File: src/rtl/router_pkg.sv
// rtl/router_pkg.sv - shared widths and header field positions for the router register stage
package router_pkg;

    // Default byte width of the router datapath.
    localparam int DATA_WIDTH = 8;

    // Destination address that has no output FIFO; such headers are never latched.
    localparam logic [1:0] ADDR_INVALID = 2'b11;

    // Header byte layout: {len, addr}.
    localparam int HDR_ADDR_LSB = 0;
    localparam int HDR_ADDR_MSB = 1;
    localparam int HDR_LEN_LSB  = 2;
    localparam int HDR_LEN_MSB  = DATA_WIDTH - 1;

endpackage

File: src/rtl/router_parity_chk.sv
// rtl/router_parity_chk.sv - running parity, received parity and mismatch flag (ROUTER_REG_ERR_CNT_EN adds err_rise_o)
module router_parity_chk
    import router_pkg::*;
#(
    parameter int DW = DATA_WIDTH
) (
    input  logic          clock_i,
    input  logic          resetn_i,
    input  logic          detect_add_i,
    input  logic          lfd_state_i,
    input  logic          ld_state_i,
    input  logic          full_state_i,
    input  logic          pkt_valid_i,
    input  logic [DW-1:0] hdr_i,
    input  logic [DW-1:0] data_in_i,
    input  logic          parity_done_i,
`ifdef ROUTER_REG_ERR_CNT_EN
    output logic          err_rise_o,
`endif
    output logic          err_o
);

    logic [DW-1:0] int_par_q, int_par_d;
    logic [DW-1:0] pkt_par_q, pkt_par_d;
    logic          err_q, err_d;

    // Next-state for the running parity, the captured parity byte and the error flag.
    always_comb begin
        int_par_d = int_par_q;
        pkt_par_d = pkt_par_q;
        err_d     = err_q;

        // A new packet starts from zero; the header joins the parity when it is forwarded,
        // payload only while the byte is really accepted (not stalled in FIFO_FULL_STATE).
        if (detect_add_i) begin
            int_par_d = '0;
        end else if (lfd_state_i) begin
            int_par_d = int_par_q ^ hdr_i;
        end else if (ld_state_i && pkt_valid_i && !full_state_i) begin
            int_par_d = int_par_q ^ data_in_i;
        end

        // The byte seen with pkt_valid low is the sender's parity.
        if (ld_state_i && !pkt_valid_i) begin
            pkt_par_d = data_in_i;
        end

        // Compare only once the parity byte has landed; keep the verdict until the next header.
        if (detect_add_i) begin
            err_d = 1'b0;
        end else if (parity_done_i) begin
            err_d = (int_par_q != pkt_par_q);
        end
    end

    // Parity and error registers.
    always_ff @(posedge clock_i) begin
        if (!resetn_i) begin
            int_par_q <= '0;
            pkt_par_q <= '0;
            err_q     <= 1'b0;
        end else begin
            int_par_q <= int_par_d;
            pkt_par_q <= pkt_par_d;
            err_q     <= err_d;
        end
    end

    assign err_o = err_q;

`ifdef ROUTER_REG_ERR_CNT_EN
    // Lets the counter step on the same edge the error appears.
    assign err_rise_o = err_d & ~err_q;
`endif

endmodule

File: src/rtl/router_reg.sv
// rtl/router_reg.sv - router datapath register stage: header latch, full-byte hold, flags (ROUTER_REG_ERR_CNT_EN adds err_count)
module router_reg
    import router_pkg::*;
#(
    parameter int DATA_WIDTH = router_pkg::DATA_WIDTH
) (
    input  logic                  clock,
    input  logic                  resetn,
    input  logic                  pkt_valid,
    input  logic [DATA_WIDTH-1:0] data_in,
    input  logic                  fifo_full,
    input  logic                  detect_add,
    input  logic                  lfd_state,
    input  logic                  ld_state,
    input  logic                  full_state,
    input  logic                  laf_state,
    input  logic                  rst_int_reg,
    output logic                  parity_done,
    output logic                  low_pkt_valid,
    output logic                  err,
`ifdef ROUTER_REG_ERR_CNT_EN
    output logic [7:0]            err_count,
`endif
    output logic [DATA_WIDTH-1:0] dout
);

    logic [DATA_WIDTH-1:0] dout_q, dout_d;
    logic [DATA_WIDTH-1:0] hdr_q, hdr_d;
    logic [DATA_WIDTH-1:0] ffb_q, ffb_d;
    logic                  parity_done_q, parity_done_d;
    logic                  low_pkt_valid_q, low_pkt_valid_d;

    // Next-state for the header latch, output byte, full-hold byte and FSM return flags.
    always_comb begin
        hdr_d           = hdr_q;
        dout_d          = dout_q;
        ffb_d           = ffb_q;
        parity_done_d   = parity_done_q;
        low_pkt_valid_d = low_pkt_valid_q;

        // Headers aimed at the nonexistent port are ignored so the last good header survives.
        if (detect_add && pkt_valid &&
            (data_in[HDR_ADDR_MSB:HDR_ADDR_LSB] != ADDR_INVALID)) begin
            hdr_d = data_in;
        end

        // Header goes out first; a byte arriving against a full FIFO is parked in ffb
        // and replayed once the FSM reaches LOAD_AFTER_FULL.
        if (lfd_state) begin
            dout_d = hdr_q;
        end else if (ld_state && !fifo_full) begin
            dout_d = data_in;
        end else if (ld_state && fifo_full) begin
            ffb_d = data_in;
        end else if (laf_state) begin
            dout_d = ffb_q;
        end

        // Parity byte is taken either directly or, if it was parked, when it is replayed.
        if (detect_add) begin
            parity_done_d = 1'b0;
        end else if ((ld_state && !fifo_full && !pkt_valid) ||
                     (laf_state && low_pkt_valid_q && !parity_done_q)) begin
            parity_done_d = 1'b1;
        end

        if (rst_int_reg) begin
            low_pkt_valid_d = 1'b0;
        end else if (ld_state && !pkt_valid) begin
            low_pkt_valid_d = 1'b1;
        end
    end

    // Datapath and flag registers.
    always_ff @(posedge clock) begin
        if (!resetn) begin
            hdr_q           <= '0;
            dout_q          <= '0;
            ffb_q           <= '0;
            parity_done_q   <= 1'b0;
            low_pkt_valid_q <= 1'b0;
        end else begin
            hdr_q           <= hdr_d;
            dout_q          <= dout_d;
            ffb_q           <= ffb_d;
            parity_done_q   <= parity_done_d;
            low_pkt_valid_q <= low_pkt_valid_d;
        end
    end

`ifdef ROUTER_REG_ERR_CNT_EN
    logic       err_rise;
    logic [7:0] err_count_q, err_count_d;
`endif

    router_parity_chk #(
        .DW (DATA_WIDTH)
    ) u_parity_chk (
        .clock_i       (clock),
        .resetn_i      (resetn),
        .detect_add_i  (detect_add),
        .lfd_state_i   (lfd_state),
        .ld_state_i    (ld_state),
        .full_state_i  (full_state),
        .pkt_valid_i   (pkt_valid),
        .hdr_i         (hdr_q),
        .data_in_i     (data_in),
        .parity_done_i (parity_done_q),
`ifdef ROUTER_REG_ERR_CNT_EN
        .err_rise_o    (err_rise),
`endif
        .err_o         (err)
    );

`ifdef ROUTER_REG_ERR_CNT_EN
    // One count per packet that goes bad; sticks at all-ones.
    always_comb begin
        err_count_d = err_count_q;
        if (err_rise && (err_count_q != 8'hFF)) begin
            err_count_d = err_count_q + 8'd1;
        end
    end

    // Error counter register.
    always_ff @(posedge clock) begin
        if (!resetn) begin
            err_count_q <= 8'h00;
        end else begin
            err_count_q <= err_count_d;
        end
    end

    assign err_count = err_count_q;
`endif

    assign dout          = dout_q;
    assign parity_done   = parity_done_q;
    assign low_pkt_valid = low_pkt_valid_q;

endmodule

File: config.mk
export PLATFORM = sky130hd
export DESIGN_NAME = router_reg
export DESIGN_NICKNAME = d
export VERILOG_FILES = /design/src/rtl/router_pkg.sv /design/src/rtl/router_parity_chk.sv /design/src/rtl/router_reg.sv
export SDC_FILE = /design/constraint.sdc
export NUM_CORES = 1
export LEC_CHECK = 0
export ABC_AREA = 1
export BUFFER_PORTS_ARGS = -buffer_cell sky130_fd_sc_hd__buf_2
export CORE_UTILIZATION = 45
export CTS_CLUSTER_DIAMETER = 150
export DETAILED_ROUTE_END_ITERATION = 10
export PLACE_DENSITY = 0.76
export RECOVER_POWER = 25
export SLEW_MARGIN = 20
export SYNTH_ARGS = -nofsm -noshare
export SYNTH_HDL_FRONTEND = slang
export SYNTH_SLANG_ARGS = --single-unit
File: constraint.sdc
create_clock -name clock -period 1.48 [get_ports clock]
set_clock_uncertainty 0.05 [all_clocks]
set_input_delay 0.296 -clock clock [delete_from_list [all_inputs] [get_ports clock]]
set_output_delay 0.296 -clock clock [all_outputs]
set_load 0.02 [all_outputs]
[Word level (Yosys, flattened, before mapping)]
Cells that the tools add are included.
Operators by class
  bitwise gates (word level): 5
  multiplexer cells: 6
  equality and inequality tests: 3
  reductions and logical operators: 21
Operators by type and width (number)
  8-bit two-way mux: 6
  8-bit XOR: 2
  1-bit logical AND: 10
  8-bit inequality test: 1
  1-bit zero test: 4
  2-bit OR reduction: 2
  3-bit by 2-bit inequality test with 1-bit output (second input constant): 1
  1-bit inverter: 3
  3-bit AND reduction: 1
  3-bit nonzero test: 1
  2-bit inequality test (second input constant): 1
  2-bit AND reduction: 1
  2-bit nonzero test: 1
  1-bit logical OR: 1
Word-level totals
  output and inout bits: 11
  bits in registers: 43
  bits of input ports: 18
  logic and storage cells: 43

[Depth between registers and ports, before layout]
  word-level depth: 4
  gate-level depth with buffers: 8
  gate-level depth less buffers: 8

[By module]
From an unflattened synthesis, not the netlist that was laid out.
Second synthesis, totals
  cells, all modules: 319
  area total of the unflattened synthesis: 2108.3 sq um
Modules (own cells, without submodules)
  router_reg: seq. area each 520.5 sq um, cells each 179, times used 1, area an instance 1222.4 sq um
  router_parity_chk: seq. area each 340.3 sq um, cells each 140, times used 1, area an instance 885.8 sq um

[Worst setup path after synthesis]
No wires, ideal clock.
  kind: input to register
  start: in lfd_state
  end: reg dout_q[0], in the netlist dout[0]
  stages: 7
  slack: 0.276 ns
  data required time: 1.313 ns
  library setup time: 0.117 ns
  data arrival time: 1.037 ns
  buffers on the path: 1
  cells stage by stage: buf_6 inv_2 nand3_4 nand2_2 inv_2 o21ai_0 nor2_1
Between the ends
  cells in the longest elaborated chain, start to end: 2
  elaborated cells between the ends (all ways): 4
  those cells by class: eq/ne: 1; mux: 1; reduce/logical: 2
Ends and longest elaborated chain
  from (decl): line router_reg.sv:13  | input logic lfd_state,
  3-bit by 2-bit inequality test with 1-bit output (no source line) / 3-bit nonzero test (equally long branches)
  2-bit AND reduction (no source line)
  to (signal assigned): line router_reg.sv:84  | dout_q <= dout_d;
  to (decl): line router_reg.sv:27  | logic [DATA_WIDTH-1:0] dout_q, dout_d;
Parallel ways exist; a longest one is shown, timed or not.
A chain may end at the register's enable or synchronous reset.

[Worst setup path in the final report]
  start: reg parity_done_q, in the netlist parity_done
  end: out parity_done
RTL lines
  from (decl): line router_reg.sv:30  | logic parity_done_q, parity_done_d;
  from (signal assigned): line router_reg.sv:86  | parity_done_q <= parity_done_d;
  to (decl): line router_reg.sv:18  | output logic parity_done,
No word-level cell between the ends.

==> flow_metrics.tcl <==
set metrics [dict create \
    synth_area_um2 1970 \
    critPathRequiredTime_ps 1130 \
    drtPass1Iterations 4 \
    path_buf_inv 1 \
    crit_path_start "parity_done" \
    synth_fa_ha_area_frac 0 \
    crit_path_end "parity_done" \
    ctsLongestPathBuffers 2 \
    grt_pass1_wl_mm 7.77 \
    yosys_warnings 0 \
    fp-row-count 23 \
    netlist.area_leader.share 0.437 \
    io_pins 29 \
    ctsResizeCount 0 \
    routed.top_layer "met4" \
    fp.dieH_um 68.1 \
    register_area_um2 861 \
    drive_above_1_share 0.164 \
    p_leak_uw 0.00107 \
    grt_max_degree 34 \
    route.met3.wl_um 251 \
    dp.cells 365 \
    powerDensity_nw_per_um2 1050 \
    viasPerCell 5.02 \
    clkLatencyLatePin_ps 300 \
    synth_cells 288 \
    crit_path_end_kind "primary output" \
    status "complete, no violations" \
    reg2reg_depth 7 \
    post_cts_buffers 0 \
    timing.fmax_mhz 810 \
    diodes 0 \
    slew_viol_final 0 \
    synth_top_family_by_area "simple AND/OR/NAND/NOR gates" \
    overflow 0 \
    drt_iter0_drc 145 \
    maxCapViolCount 0 \
    layout_commonest_cell "nand2_1" \
    gp_congestion 0.852 \
    ant_nets 0 \
    r2r-start "u_parity_chk.int_par_q[4]" \
    period_minus_slack_ps 1230 \
    fillers 418 \
    wl_mm 4.60 \
    period_share 0.834 \
    yosys-top-cells-area "dfxtp_1, nand2_1, o21ai_0" \
    vdd_ir_drop_max_mv 0.635 \
    multi_input_area_um2 928 \
    fin_cells 373 \
    crit_cells 1 \
    vias 1874 \
    antenna_found_initial 0 \
    yosys.area_share.simple 0.280 \
    mostFrequentLayoutCells "nand2_1, dfxtp_1, nor2_1" \
    wl_met1_mm 2.08 \
    power_uw 2370 \
    path_class "reg -> out" \
    postSynthAreaPerCell_um2 6.83 \
    pre_cts_ws_ps 6.98 \
    drc_errors 0 \
    cts_made_buffers 5 \
    synth_compound_area_frac 0.182 \
    dr_wl_met2_mm 2.12 \
    initial_core_util 0.482 \
    synth.largest_area_cell "dfxtp_1" \
    whs_ps 92.7 \
    worst_pin_slew_ps 543 \
    die-area_um2 4640 \
    design.core.area_um2 4090 \
    crit_path_cell_trace "buf_2" \
    rsz0062_at_grt "no" \
    max_stage_delay_ps 400 \
    grtUsageTotal 0.232 \
    hpwl_mm 3.33 \
    grt_pass1_vias 1713 \
    setup_slack_ps 246 \
    start_kind "flip-flop" \
    layout.nets 340 \
    root_buffer "clkbuf_8" \
    finalSetupViolCount 0 \
    yosys_register_bits 43 \
    crit_arrival_ps 890 \
    max-slew-margin-rel 0.638 \
    rrSetupSlack_ps 490 \
    io_buffers 28 \
    path_delay_family "flip-flops" \
    syn_to_final_growth_pct 14.9 \
    cp_slowest_cell "dfxtp_1" \
    cts_hold_buf 0 \
    cts_tree "yes" \
    seq_area_frac_synth 0.437 \
    hold_viol 0 \
    hold_path_class "in -> reg" \
    htreeDepth 2 \
    clkTransAtPathRegs_ps 80 \
    synth_xor_area_frac 0.00890 \
    tns_ps 0 \
    wl_per_cell_um 12.3 \
    die_w_um 68.1 \
    worst-path-max-fanout 4 \
    rr_endpoint "u_parity_chk.err_o" \
    syn_nets 306 \
    cts.sinks 43 \
    synthMuxAreaShare 0 \
    yosysUniqueCellTypes 22 \
]
## synthesized netlist by cell type
master    count
nand2_1      66
dfxtp_1      43
nor2_1       40
o21ai_0      34
a21oi_1      33
inv_1        31
nand3_1      18
clkbuf_1      3
inv_2         3
buf_2         2
buf_4         2
nand2_2       2
xnor2_1       2
a21boi_0      1
a21oi_2       1
buf_6         1
clkinv_1      1
nand3_4       1
nor2_2        1
nor2_4        1
nor3_4        1
o21a_1        1
## power breakdown
| group | switching [µW] | leakage, µW | total (µW) | internal (µW) |
|---|---|---|---|---|
| Combinational | 233 | 0.000678 | 358 | 126 |
| Sequential | 31.0 | 0.000353 | 1250 | 1220 |
| Clock | 434 | 0.0000402 | 763 | 329 |
## registers in the layout, summed over array words and instances, names as in the netlist
| name | cells |
|---|---|
| u_parity_chk.int_par_q | 8 |
| hdr_q | 8 |
| low_pkt_valid | 1 |
| u_parity_chk.err_o | 1 |
| dout | 8 |
| parity_done | 1 |
| ffb_q | 8 |
| u_parity_chk.pkt_par_q | 8 |
## final cells by class
| type | instances | area share |
|---|---|---|
| repair buffers | 35 | 0.0841 |
| well taps | 50 | 0.0277 |
| multi-input cells | 202 | 0.410 |
| inverters | 35 | 0.0581 |
| flip-flops and latches | 43 | 0.381 |
| clock inverters | 3 | 0.00885 |
| clock buffers | 5 | 0.0304 |
## kinds of logic after synthesis
family | after synthesis
AOI/OAI and AO/OA | 70
xor gates and xnor gates | 2
buffers and inverters | 43
DFF | 43
and+or+nand+nor | 130
## per-layer routing
| metal | global-route usage | vias to the layer above |
|---|---|---|
| met4 | 0.120 | 0 |
| met5 | 0 | - |
| met3 | 0.0583 | 15 |
| li1 | - | 992 |
| met2 | 0.357 | 52 |
| met1 | 0.297 | 815 |
## metrics by stage
stage                util  instance area [µm²]
floorplan               -                 1970
CTS                 0.554                 2260
global placement    0.532                 2180
finish              0.554                 2260
global route        0.554                 2260
detailed placement  0.532                 2180
## how the worst min path moves through the flow
stage | slack [ps] | cells past startpoint | endpoint | start
2_1_floorplan | 320 | 1 | low_pkt_valid | rst_int_reg
3_3_place_gp | 390 | 2 | ffb_q[4] | ffb_q[4]
3_5_place_dp | 390 | 2 | ffb_q[1] | ffb_q[1]
4_1_cts | 90 | 2 | low_pkt_valid | rst_int_reg
5_1_grt | 90 | 2 | low_pkt_valid | rst_int_reg
6_report | 90 | 2 | low_pkt_valid | rst_int_reg
Power figures use the tool's default switching activity.
